### src/rtl/mem_port_arbiter_pkg.sv
// rtl/mem_port_arbiter_pkg.sv - shared state/owner encodings and default widths for mem_port_arbiter
package mem_port_arbiter_pkg;

    localparam int DEF_ADDR_W = 32;
    localparam int DEF_DATA_W = 32;

    typedef enum logic [1:0] {
        ST_IDLE = 2'd0,
        ST_BUSY = 2'd1,
        ST_RESP = 2'd2
    } arbState_t;

    typedef enum logic [1:0] {
        OWN_NONE = 2'd0,
        OWN_IF   = 2'd1,
        OWN_DATA = 2'd2
    } owner_t;

endpackage

### src/rtl/mem_port_arbiter_arb_pick.sv
// rtl/mem_port_arbiter_arb_pick.sv - combinational winner selection between fetch and data ports
// ARB_ROUND_ROBIN_EN selects alternating priority under contention; otherwise data beats fetch.
module arb_pick
    import mem_port_arbiter_pkg::*;
(
    input  logic   ifReq,
    input  logic   dReq,
    input  owner_t lastGrant,
    output owner_t winner
);

    always_comb begin
        winner = OWN_NONE;
`ifdef ARB_ROUND_ROBIN_EN
        if (ifReq && dReq) begin
            winner = (lastGrant == OWN_DATA) ? OWN_IF : OWN_DATA;
        end else if (dReq) begin
            winner = OWN_DATA;
        end else if (ifReq) begin
            winner = OWN_IF;
        end
`else
        if (dReq) begin
            winner = OWN_DATA;
        end else if (ifReq) begin
            winner = OWN_IF;
        end
`endif
    end

`ifndef ARB_ROUND_ROBIN_EN
    owner_t unusedLastGrant;
    assign unusedLastGrant = lastGrant;
`endif

endmodule

### src/rtl/mem_port_arbiter.sv
// rtl/mem_port_arbiter.sv - serialises fetch and data ports onto one single-ported memory
// Optional ARB_ROUND_ROBIN_EN builds a last-grant register for alternating contention priority.
module mem_port_arbiter
    import mem_port_arbiter_pkg::*;
#(
    parameter int ADDR_W = DEF_ADDR_W,
    parameter int DATA_W = DEF_DATA_W
) (
    input  logic              clk,
    input  logic              resetN,
    input  logic              ifReq,
    input  logic [ADDR_W-1:0] ifAddr,
    output logic              ifAck,
    output logic [DATA_W-1:0] ifRdata,
    output logic              ifStall,
    input  logic              dReq,
    input  logic              dWe,
    input  logic [ADDR_W-1:0] dAddr,
    input  logic [DATA_W-1:0] dWdata,
    output logic              dAck,
    output logic [DATA_W-1:0] dRdata,
    output logic              dStall,
    output logic              memReq,
    output logic              memWe,
    output logic [ADDR_W-1:0] memAddr,
    output logic [DATA_W-1:0] memWdata,
    input  logic              memReady,
    input  logic [DATA_W-1:0] memRdata,
    output logic              busy
);

    arbState_t state;
    owner_t    owner;
    owner_t    winner;
    owner_t    lastGrant;

    arb_pick uPick (
        .ifReq     (ifReq),
        .dReq      (dReq),
        .lastGrant (lastGrant),
        .winner    (winner)
    );

`ifdef ARB_ROUND_ROBIN_EN
    always_ff @(posedge clk or negedge resetN) begin
        if (!resetN) begin
            lastGrant <= OWN_IF;
        end else if (state == ST_IDLE && winner != OWN_NONE) begin
            lastGrant <= winner;
        end
    end
`else
    assign lastGrant = OWN_IF;
`endif

    always_ff @(posedge clk or negedge resetN) begin
        if (!resetN) begin
            state    <= ST_IDLE;
            owner    <= OWN_NONE;
            memReq   <= 1'b0;
            memWe    <= 1'b0;
            memAddr  <= '0;
            memWdata <= '0;
            ifAck    <= 1'b0;
            dAck     <= 1'b0;
            ifRdata  <= '0;
            dRdata   <= '0;
        end else begin
            ifAck <= 1'b0;
            dAck  <= 1'b0;
            case (state)
                ST_IDLE: begin
                    if (winner != OWN_NONE) begin
                        owner  <= winner;
                        memReq <= 1'b1;
                        state  <= ST_BUSY;
                        if (winner == OWN_DATA) begin
                            memAddr  <= dAddr;
                            memWe    <= dWe;
                            memWdata <= dWdata;
                        end else begin
                            memAddr  <= ifAddr;
                            memWe    <= 1'b0;
                        end
                    end
                end
                // Request lines are ignored here: a dropped request still completes.
                ST_BUSY: begin
                    if (memReady) begin
                        memReq <= 1'b0;
                        memWe  <= 1'b0;
                        state  <= ST_RESP;
                        if (owner == OWN_DATA) begin
                            dAck <= 1'b1;
                            if (!memWe) begin
                                dRdata <= memRdata;
                            end
                        end else begin
                            ifAck   <= 1'b1;
                            ifRdata <= memRdata;
                        end
                    end
                end
                ST_RESP: begin
                    owner <= OWN_NONE;
                    state <= ST_IDLE;
                end
                default: begin
                    owner  <= OWN_NONE;
                    memReq <= 1'b0;
                    memWe  <= 1'b0;
                    state  <= ST_IDLE;
                end
            endcase
        end
    end

    assign busy    = (state != ST_IDLE);
    assign ifStall = ifReq & ~ifAck;
    assign dStall  = dReq & ~dAck;

endmodule

### config.mk
export PLATFORM = sky130hd
export DESIGN_NAME = mem_port_arbiter
export DESIGN_NICKNAME = d
export VERILOG_FILES = /design/src/rtl/mem_port_arbiter_pkg.sv /design/src/rtl/mem_port_arbiter_arb_pick.sv /design/src/rtl/mem_port_arbiter.sv
export SDC_FILE = /design/constraint.sdc
export NUM_CORES = 1
export LEC_CHECK = 0
export BUFFER_PORTS_ARGS = -buffer_cell sky130_fd_sc_hd__buf_4
export CORE_ASPECT_RATIO = 1.25
export CORE_UTILIZATION = 30
export CTS_CLUSTER_SIZE = 24
export DETAILED_ROUTE_END_ITERATION = 10
export GPL_TIMING_DRIVEN = 0
export PLACE_DENSITY_LB_ADDON = 0.15
export SLEW_MARGIN = 10
export SYNTH_ARGS = -nofsm -noshare
export SYNTH_HDL_FRONTEND = slang
export SYNTH_HIERARCHICAL = 1
export SYNTH_SLANG_ARGS = --single-unit
### constraint.sdc
create_clock -name clk -period 1.7 [get_ports clk]
set_clock_uncertainty 0.1 [all_clocks]
set_input_delay 0.085 -clock clk [delete_from_list [all_inputs] [get_ports clk]]
set_output_delay 0.085 -clock clk [all_outputs]
set_load 0.02 [all_outputs]
==> flow_summary.yaml, run 1 <==
status:
  status: "finished, violations left"
  failed_checks: "negative setup slack"
route:
  first_iter_violations: 160
  viasPerCell: 4.53
  remaining_drc_errors: 0
  vias_after_detailed_routing: 4831
  ant_nets: 0
  drt-wirelength-per-cell_microns: 16.1
  drt_wl_total_mm: 17.2
  drt_pass1_iterations: 4
power_and_ir_drop:
  total_power_mw: 19.1
  worst_ir_drop_vdd_mv: 0.738
  power_per_cell_area_nw_per_um2: 1830
  leakagePower_nw: 5.07
place:
  dp_hpwl_mm: 11.1
  place_worst_setup_slack_ps: -375
  post_dp_cell_area_sq_um: 7890
  placed_cells_incl_taps: 881
  gp_congestion: 0.813
  port_buffer_count: 268
timing:
  slew_headroom_pct: 52.1
  setup_total_negative_slack_ps: -5320
  worst_setup_slack_after_layout_ps: -95.7
  fmax_ghz: 0.557
  post_route_worst_hold_slack_ps: 146
  setup_viol_count_final: 92
  post-route-min-period_ps: 1800
  finalMaxSlewViolations: 0
  worstMarginPinSlew_ps: 719
  hold_viol: 0
  timing.final.crit_share_pct: 106
  grt_setup_unrepaired: "true"
die:
  initial_core_util_pct: 30.5
  die_area_sq_um: 18900
  die_h_microns: 153
  chipWidth_microns: 123
  coreArea_sq_um: 18000
  num_io_pins: 269
  rows: 55
layout:
  stdcell_area_sq_um: 10400
  final_cell_count_no_fill: 1066
  antennaDiodeCount: 0
  filler_instances: 1451
  multiInputGateArea_sq_um: 2160
  final_core_utilization_pct: 57.9
  final_layout_size_suffix_gt1_share_pct: 53.5
  fin_nets: 959
  layout.cells.most_common: "sky130_fd_sc_hd__buf_4"
  areaGrowthSynthToFinish_pct: 89.7
  final-seq-area_sq_um: 3410
  layout_common_cells: "sky130_fd_sc_hd__buf_4 (278), sky130_fd_sc_hd__dfrtp_1 (134), sky130_fd_sc_hd__dlygate4sd3_1 (132)"
global_route:
  grt_util_all_layers_pct: 18.4
  grt_start_max_net_pins: 76
  grt_pass1_vias: 5302
  first_pass_grt_wire_length_mm: 27.0
  antenna_found_initial: 0
  grt-ovfl-total: 0
worst_setup_path:
  crit_chain: "buf_6 > nand3b_4 > or3_4 > buf_12 > mux2_4"
  ff2ff_setup_slack_ps: -100
  crit_arrival_ps: 1990
  worst_r2r_path_depth: 5
  end_kind: "flip-flop"
  critPathSlowestCell: "sky130_fd_sc_hd__dfrtp_2"
  r2r-start: "state[1]"
  ff_to_ff_end: "dRdata[25]"
  critPathMaxFanout: 10
  criticalPathCategory: "flip-flop to flip-flop"
  critPathMaxStageDelay_ps: 420
  crit_required_ps: 1890
  start_kind: "flip-flop"
cts:
  clock_path_buffers: 2
  cts_root_buffer_type: "sky130_fd_sc_hd__clkbuf_16"
  insertion_delay_ps: 410
  clock_sinks: 136
  cts_buf_count: 17
  cts_tree: "yes"
  h-tree-depth: 4
  cts.reportedPaths.clkPinSlew_ps: 60
synth:
  synth.net_count: 518
  synthesized_area_per_cell_sq_um: 14.3
  synth_cells: 384
  yosys_warnings: 6
  syn_area_sq_um: 5510
min_path:
  hold_path_depth: 5
  min-delay-path-class: "primary input to flip-flop"
  hold-path-endpoint: "owner[1]"
  source_of_the_worst_hold_timing_path: "dReq"
run:
  maxCapViolCount: 0
[how the worst max path moves through the flow]
stage                        start  cells past startpoint  slack (ps)      endpoint
final                     state[1]                      5        -100    dRdata[25]
after global routing      state[1]                      5        -140     dRdata[3]
after CTS                 state[1]                      7        -160  memWdata[19]
after detailed placement  state[0]                      4        -370   memAddr[13]
after global placement    state[0]                      5        -310  memWdata[29]
after floorplan           state[1]                      5         -90     dRdata[0]
[power by group]
group	internal [mW]	switching, mW	total (mW)
logic	5.08	4.33	9.41
clock network	2.47	1.43	3.91
registers	4.83	0.906	5.74
total	12.4	6.67	19.1
[routing by layer]
layer / track usage, % / routed length [microns] / vias to the layer above
li1: - / - / 2269
met1: 21.8 / 6960 / 2347
met2: 31.5 / 8720 / 194
met3: 5.41 / 1220 / 21
met4: 5.97 / 285 / 0
met5: 0 / 0 / -
[cell type report]
class / count / area share [%]
Buffer: 25 / 2.67
Clock buffer: 19 / 4.15
Clock inverter: 13 / 1.86
Inverter: 2 / 0.0719
Multi-Input combinational cell: 217 / 20.7
Sequential cell: 136 / 32.6
Tap cell: 228 / 2.73
Timing Repair Buffer: 426 / 35.2
[what timing repair did]
action,4_1_cts,5_1_grt
hold buffers,132,0
endpoints found under the hold margin,208,0
gates resized for setup,120,17
endpoints found under the setup margin,129,130
setup buffers,22,0
pin swaps,7,3
cloned,2,2
[state kept, by name (all words and copies together) (netlist names)]
signal / cells
dRdata: 32
ifRdata: 32
memAddr: 32
memWdata: 32
owner: 2
state: 2
dAck: 1
ifAck: 1
memReq: 1
memWe: 1
[worst max-delay path: cells and delay by family, from the launching register on]
family / cells / cell delay (ps)
DFF: 1 / 420
and+or+nand+nor: 2 / 550
muxes: 1 / 300
buffers and inverters: 2 / 300
Note: power is estimated with default switching activity, not from simulation.
==> run 2: changes to the inputs <==
- ABC_CLOCK_PERIOD_IN_PS: unset -> 1700
- CORE_ASPECT_RATIO: 1.25 -> unset
==> flow_summary.yaml, run 2 (synthesized netlist as in run 1, its figures left out) <==
die:
  initial_core_util_pct: 30.6
  coreArea_sq_um: 18000
  num_io_pins: 269
  rows: 49
  die_area_sq_um: 18900
  die_h_microns: 137
  chipWidth_microns: 137
cts:
  h-tree-depth: 4
  clock_path_buffers: 2
  insertion_delay_ps: 410
  cts.reportedPaths.clkPinSlew_ps: 60
  cts_tree: "yes"
  clock_sinks: 136
  cts_buf_count: 17
  cts_root_buffer_type: "sky130_fd_sc_hd__clkbuf_16"
min_path:
  min-delay-path-class: "primary input to async pin"
timing:
  grt_setup_unrepaired: "true"
  hold_viol: 0
  worstMarginPinSlew_ps: 605
  fmax_ghz: 0.559
  setup_viol_count_final: 94
  slew_headroom_pct: 59.6
  finalMaxSlewViolations: 0
  post-route-min-period_ps: 1790
  timing.final.crit_share_pct: 105
  post_route_worst_hold_slack_ps: 133
  worst_setup_slack_after_layout_ps: -88.7
layout:
  final-seq-area_sq_um: 3410
  multiInputGateArea_sq_um: 2210
  layout.cells.most_common: "sky130_fd_sc_hd__buf_4"
  layout_common_cells: "sky130_fd_sc_hd__buf_4 (281), sky130_fd_sc_hd__dfrtp_1 (134), sky130_fd_sc_hd__dlygate4sd3_1 (132)"
  filler_instances: 1411
  final_cell_count_no_fill: 1073
  fin_nets: 965
  final_layout_size_suffix_gt1_share_pct: 54.7
  areaGrowthSynthToFinish_pct: 93.0
  antennaDiodeCount: 0
status:
  status: "finished, violations left"
  failed_checks: "negative setup slack"
place:
  dp_hpwl_mm: 11.3
  port_buffer_count: 268
  gp_congestion: 0.765
  placed_cells_incl_taps: 882
worst_setup_path:
  crit_arrival_ps: 1980
  crit_required_ps: 1900
  crit_chain: "or2_1 > buf_6 > nor3_4 > buf_6 > clkbuf_16 > mux2_4"
  start_kind: "flip-flop"
  end_kind: "flip-flop"
  critPathMaxFanout: 5
  critPathSlowestCell: "sky130_fd_sc_hd__dfrtp_2"
  criticalPathCategory: "flip-flop to flip-flop"
  r2r-start: "state[1]"
  worst_path_most_repeated_cell: "sky130_fd_sc_hd__buf_6"
  critPathMaxStageDelay_ps: 420
  ff_to_ff_end: "memWdata[27]"
  ff2ff_setup_slack_ps: -90
  worst_r2r_path_depth: 6
route:
  drt_pass1_iterations: 6
  ant_nets: 0
  vias_after_detailed_routing: 4895
  drt-wirelength-per-cell_microns: 16.9
  first_iter_violations: 190
  drt_wl_total_mm: 18.1
  viasPerCell: 4.56
  remaining_drc_errors: 0
global_route:
  grt-ovfl-total: 0
  grt_start_max_net_pins: 77
  first_pass_grt_wire_length_mm: 27.0
  grt_pass1_vias: 5215
  grt_util_all_layers_pct: 18.9
  antenna_found_initial: 0
power_and_ir_drop:
  power_per_cell_area_nw_per_um2: 1830
  leakagePower_nw: 5.18
  total_power_mw: 19.5
  worst_ir_drop_vdd_mv: 0.902
run:
  maxCapViolCount: 0
run 2: cell types whose count changed in the layout (fill, tap and decap cells not counted), sizes merged:
cell / before / now
buf: 304 / 310
inv: 5 / 3
bufinv: 4 / 3
clkinvlp: 4 / 2
clkinv: 2 / 4
clkbuf: 34 / 37
run 2: layout make-up:
| type | count | share of cell area, % |
|---|---|---|
| Tap cell | 229 | 2.70 |
| Buffer | 26 | 2.84 |
| Timing Repair Buffer | 431 | 35.7 |
| Clock buffer | 22 | 4.56 |
| Multi-Input combinational cell | 217 | 20.8 |
| Sequential cell | 136 | 32.1 |
| Clock inverter | 10 | 1.33 |
| Inverter | 2 | 0.0707 |
run 2: metal layers:
metal | GRT usage [%] | share of wire, % | vias up | routed length (microns)
met1 | 22.7 | 41 | 2374 | 7400
li1 | - | - | 2288 | -
met3 | 5.33 | 6.8 | 25 | 1220
met4 | 7.75 | 1.7 | 0 | 306
met2 | 31.8 | 51 | 208 | 9160
met5 | 0 | 0 | - | 0
run 2: critical path: cells and delay by family (launching register included):
family	cells	cell delay, ps
DFF	1	420
muxes	1	290
and+or+nand+nor	2	370
buffers and inverters	3	490
run 2: worst max path at each step:
stage,slack [ps],to,cells past startpoint,start
2_1_floorplan,-90,dRdata[0],5,state[1]
3_3_place_gp,-340,memWdata[13],5,state[0]
3_5_place_dp,-400,memAddr[16],4,state[0]
4_1_cts,-140,memWdata[25],6,state[0]
5_1_grt,-160,memWdata[29],6,state[1]
6_report,-90,memWdata[27],6,state[1]
run 2: repair_timing:
| action | in CTS | in global routing |
|---|---|---|
| setup endpoints to repair | 128 | 127 |
| hold buffers | 132 | 0 |
| hold endpoints to repair | 193 | 0 |
| gates cloned | 4 | 4 |
| resized for setup | 82 | 74 |
| pin swaps | 2 | 3 |
| setup buffers | 19 | 3 |
run 2: through the flow:
step           cell area (sq um)  setup WS, ps  setup TNS (ps)  util, %
2_1_floorplan               5560         -92.8           -4820        -
3_3_place_gp                7860          -344          -42150     43.7
3_5_place_dp                7890          -396          -30820     43.9
4_1_cts                    10400          -136           -7770     57.7
5_1_grt                    10600          -155           -9400     59.1
6_report                   10600         -88.7           -4850     59.1
run 2: where the power goes:
group | internal [mW] | switching (mW) | total (mW)
Sequential | 4.84 | 0.959 | 5.80
Clock | 2.47 | 1.42 | 3.89
Combinational | 5.32 | 4.45 | 9.76
Total | 12.6 | 6.83 | 19.5
==> run 3: changes to the inputs <==
- GPL_TIMING_DRIVEN: 0 -> unset
==> flow_summary.yaml, run 3 (synthesized netlist as in run 1, its figures left out) <==
cts:
  cts.reportedPaths.clkPinSlew_ps: 60
  clock_path_buffers: 2
  cts_root_buffer_type: "sky130_fd_sc_hd__clkbuf_16"
  h-tree-depth: 4
  insertion_delay_ps: 410
  clock_sinks: 136
  cts_tree: "yes"
  cts_buf_count: 17
layout:
  areaGrowthSynthToFinish_pct: 85.9
  multiInputGateArea_sq_um: 2110
  filler_instances: 1407
  final_core_utilization_pct: 57.0
  final-seq-area_sq_um: 3400
  layout_common_cells: "sky130_fd_sc_hd__buf_4 (280), sky130_fd_sc_hd__dfrtp_1 (135), sky130_fd_sc_hd__dlygate4sd3_1 (132)"
  fin_nets: 942
  final_layout_size_suffix_gt1_share_pct: 53.8
  antennaDiodeCount: 0
  layout.cells.most_common: "sky130_fd_sc_hd__buf_4"
status:
  failed_checks: "negative setup slack"
  status: "finished, violations left"
die:
  coreArea_sq_um: 18000
  num_io_pins: 269
  rows: 49
  initial_core_util_pct: 30.6
  die_area_sq_um: 18900
  die_h_microns: 137
  chipWidth_microns: 137
timing:
  setup_viol_count_final: 73
  fmax_ghz: 0.559
  setup_total_negative_slack_ps: -2530
  post-route-min-period_ps: 1790
  slew_headroom_pct: 78.7
  worstMarginPinSlew_ps: 319
  worst_setup_slack_after_layout_ps: -89.5
  hold_viol: 0
  grt_setup_unrepaired: "true"
  timing.final.crit_share_pct: 105
  finalMaxSlewViolations: 0
power_and_ir_drop:
  power_per_cell_area_nw_per_um2: 1810
  intPower_mw: 11.9
  leakagePower_nw: 4.94
  switching_share_pct: 35.9
  clock_power_share_pct: 20.0
  pwr-share-seq_pct: 31.2
  worst_ir_drop_vdd_mv: 1.24
  total_power_mw: 18.5
  combPwrFrac_pct: 48.8
  power_switching_mw: 6.67
run:
  maxCapViolCount: 0
route:
  viasPerCell: 4.61
  vias_after_detailed_routing: 4838
  ant_nets: 0
  drt-wirelength-per-cell_microns: 17.0
  drt_pass1_iterations: 4
  drt_wl_total_mm: 17.8
  first_iter_violations: 158
  remaining_drc_errors: 0
global_route:
  first_pass_grt_wire_length_mm: 26.7
  antenna_found_initial: 0
  grt-ovfl-total: 0
  grt_util_all_layers_pct: 18.7
  grt_pass1_vias: 5133
  grt_start_max_net_pins: 50
place:
  gp_congestion: 0.736
  port_buffer_count: 268
  dp_hpwl_mm: 10.5
worst_setup_path:
  start_kind: "flip-flop"
  critPathMaxStageDelay_ps: 390
  criticalPathCategory: "flip-flop to flip-flop"
  cp_num_buf_inv: 2
  crit_arrival_ps: 1980
  end_kind: "flip-flop"
  crit_chain: "nand3b_4 > buf_6 > and2b_4 > clkbuf_16 > mux2_2"
  cp_top_family: "simple AND/OR/NAND/NOR gates"
  critPathMaxFanout: 8
  crit_required_ps: 1890
  critPathSlowestCell: "sky130_fd_sc_hd__dfrtp_1"
min_path:
  min-delay-path-class: "primary input to async pin"
run 3: worst paths after layout:
| path | startpoint | to | slack, ps | cells after the start |
|---|---|---|---|---|
| max reg2reg | state[1] | ifRdata[31] | -90 | 5 |
| min in group clk | dReq | owner[1] | 40 | 4 |
| min reg2reg | memReq | memReq | 390 | 2 |
| max | state[1] | ifRdata[31] | -90 | 5 |
| max in group asynchronous | resetN | state[0] | 850 | 3 |
| min | resetN | dRdata[29] | 20 | 2 |
run 3: layer usage:
layer / vias to the layer above / routed length, microns / global-route usage (%)
met5: - / 0 / 0
met4: 0 / 279 / 6.47
met3: 21 / 1180 / 5.63
met2: 211 / 8970 / 31.3
met1: 2366 / 7390 / 22.6
li1: 2240 / - / -
run 3: power groups by stage:
stage | logic [mW] | clock network, mW | registers [mW]
2_1_floorplan | 2.63 | 0 | 7.55
3_3_place_gp | 7.96 | 0 | 5.72
3_5_place_dp | 8.07 | 0 | 5.75
4_1_cts | 8.73 | 3.82 | 5.75
5_1_grt | 9.59 | 3.95 | 5.98
6_report | 9.05 | 3.71 | 5.79
run 3: area by class of cell:
type,count,area share (%)
inverter,2,0.0733
clock inverter,13,1.42
timing repair buffer,434,37.4
sequential,136,33.3
clock buffer,19,4.43
tap,229,2.80
multi-input combinational,217,20.6
run 3: per-stage QoR:
| step | instances | area [sq um] | setup WS [ps] | hold WS, ps |
|---|---|---|---|---|
| global route | 1050 | 10200 | -123 | 42.6 |
| detailed placement | 872 | 7910 | -144 | -107 |
| global placement | 872 | 7910 | -115 | -107 |
| CTS | 1046 | 10100 | -57.4 | 10.6 |
| finish | 1050 | 10200 | -89.5 | 18.9 |
| floorplan | 384 | 5560 | -92.8 | -311 |
run 3: repair_timing:
action,4_1_cts,5_1_grt
gates resized for setup,28,31
hold buffers,132,0
setup buffers,6,2
endpoints found under the setup margin,108,84
gates cloned,4,4
hold endpoints to repair,268,0
pin swaps,1,0
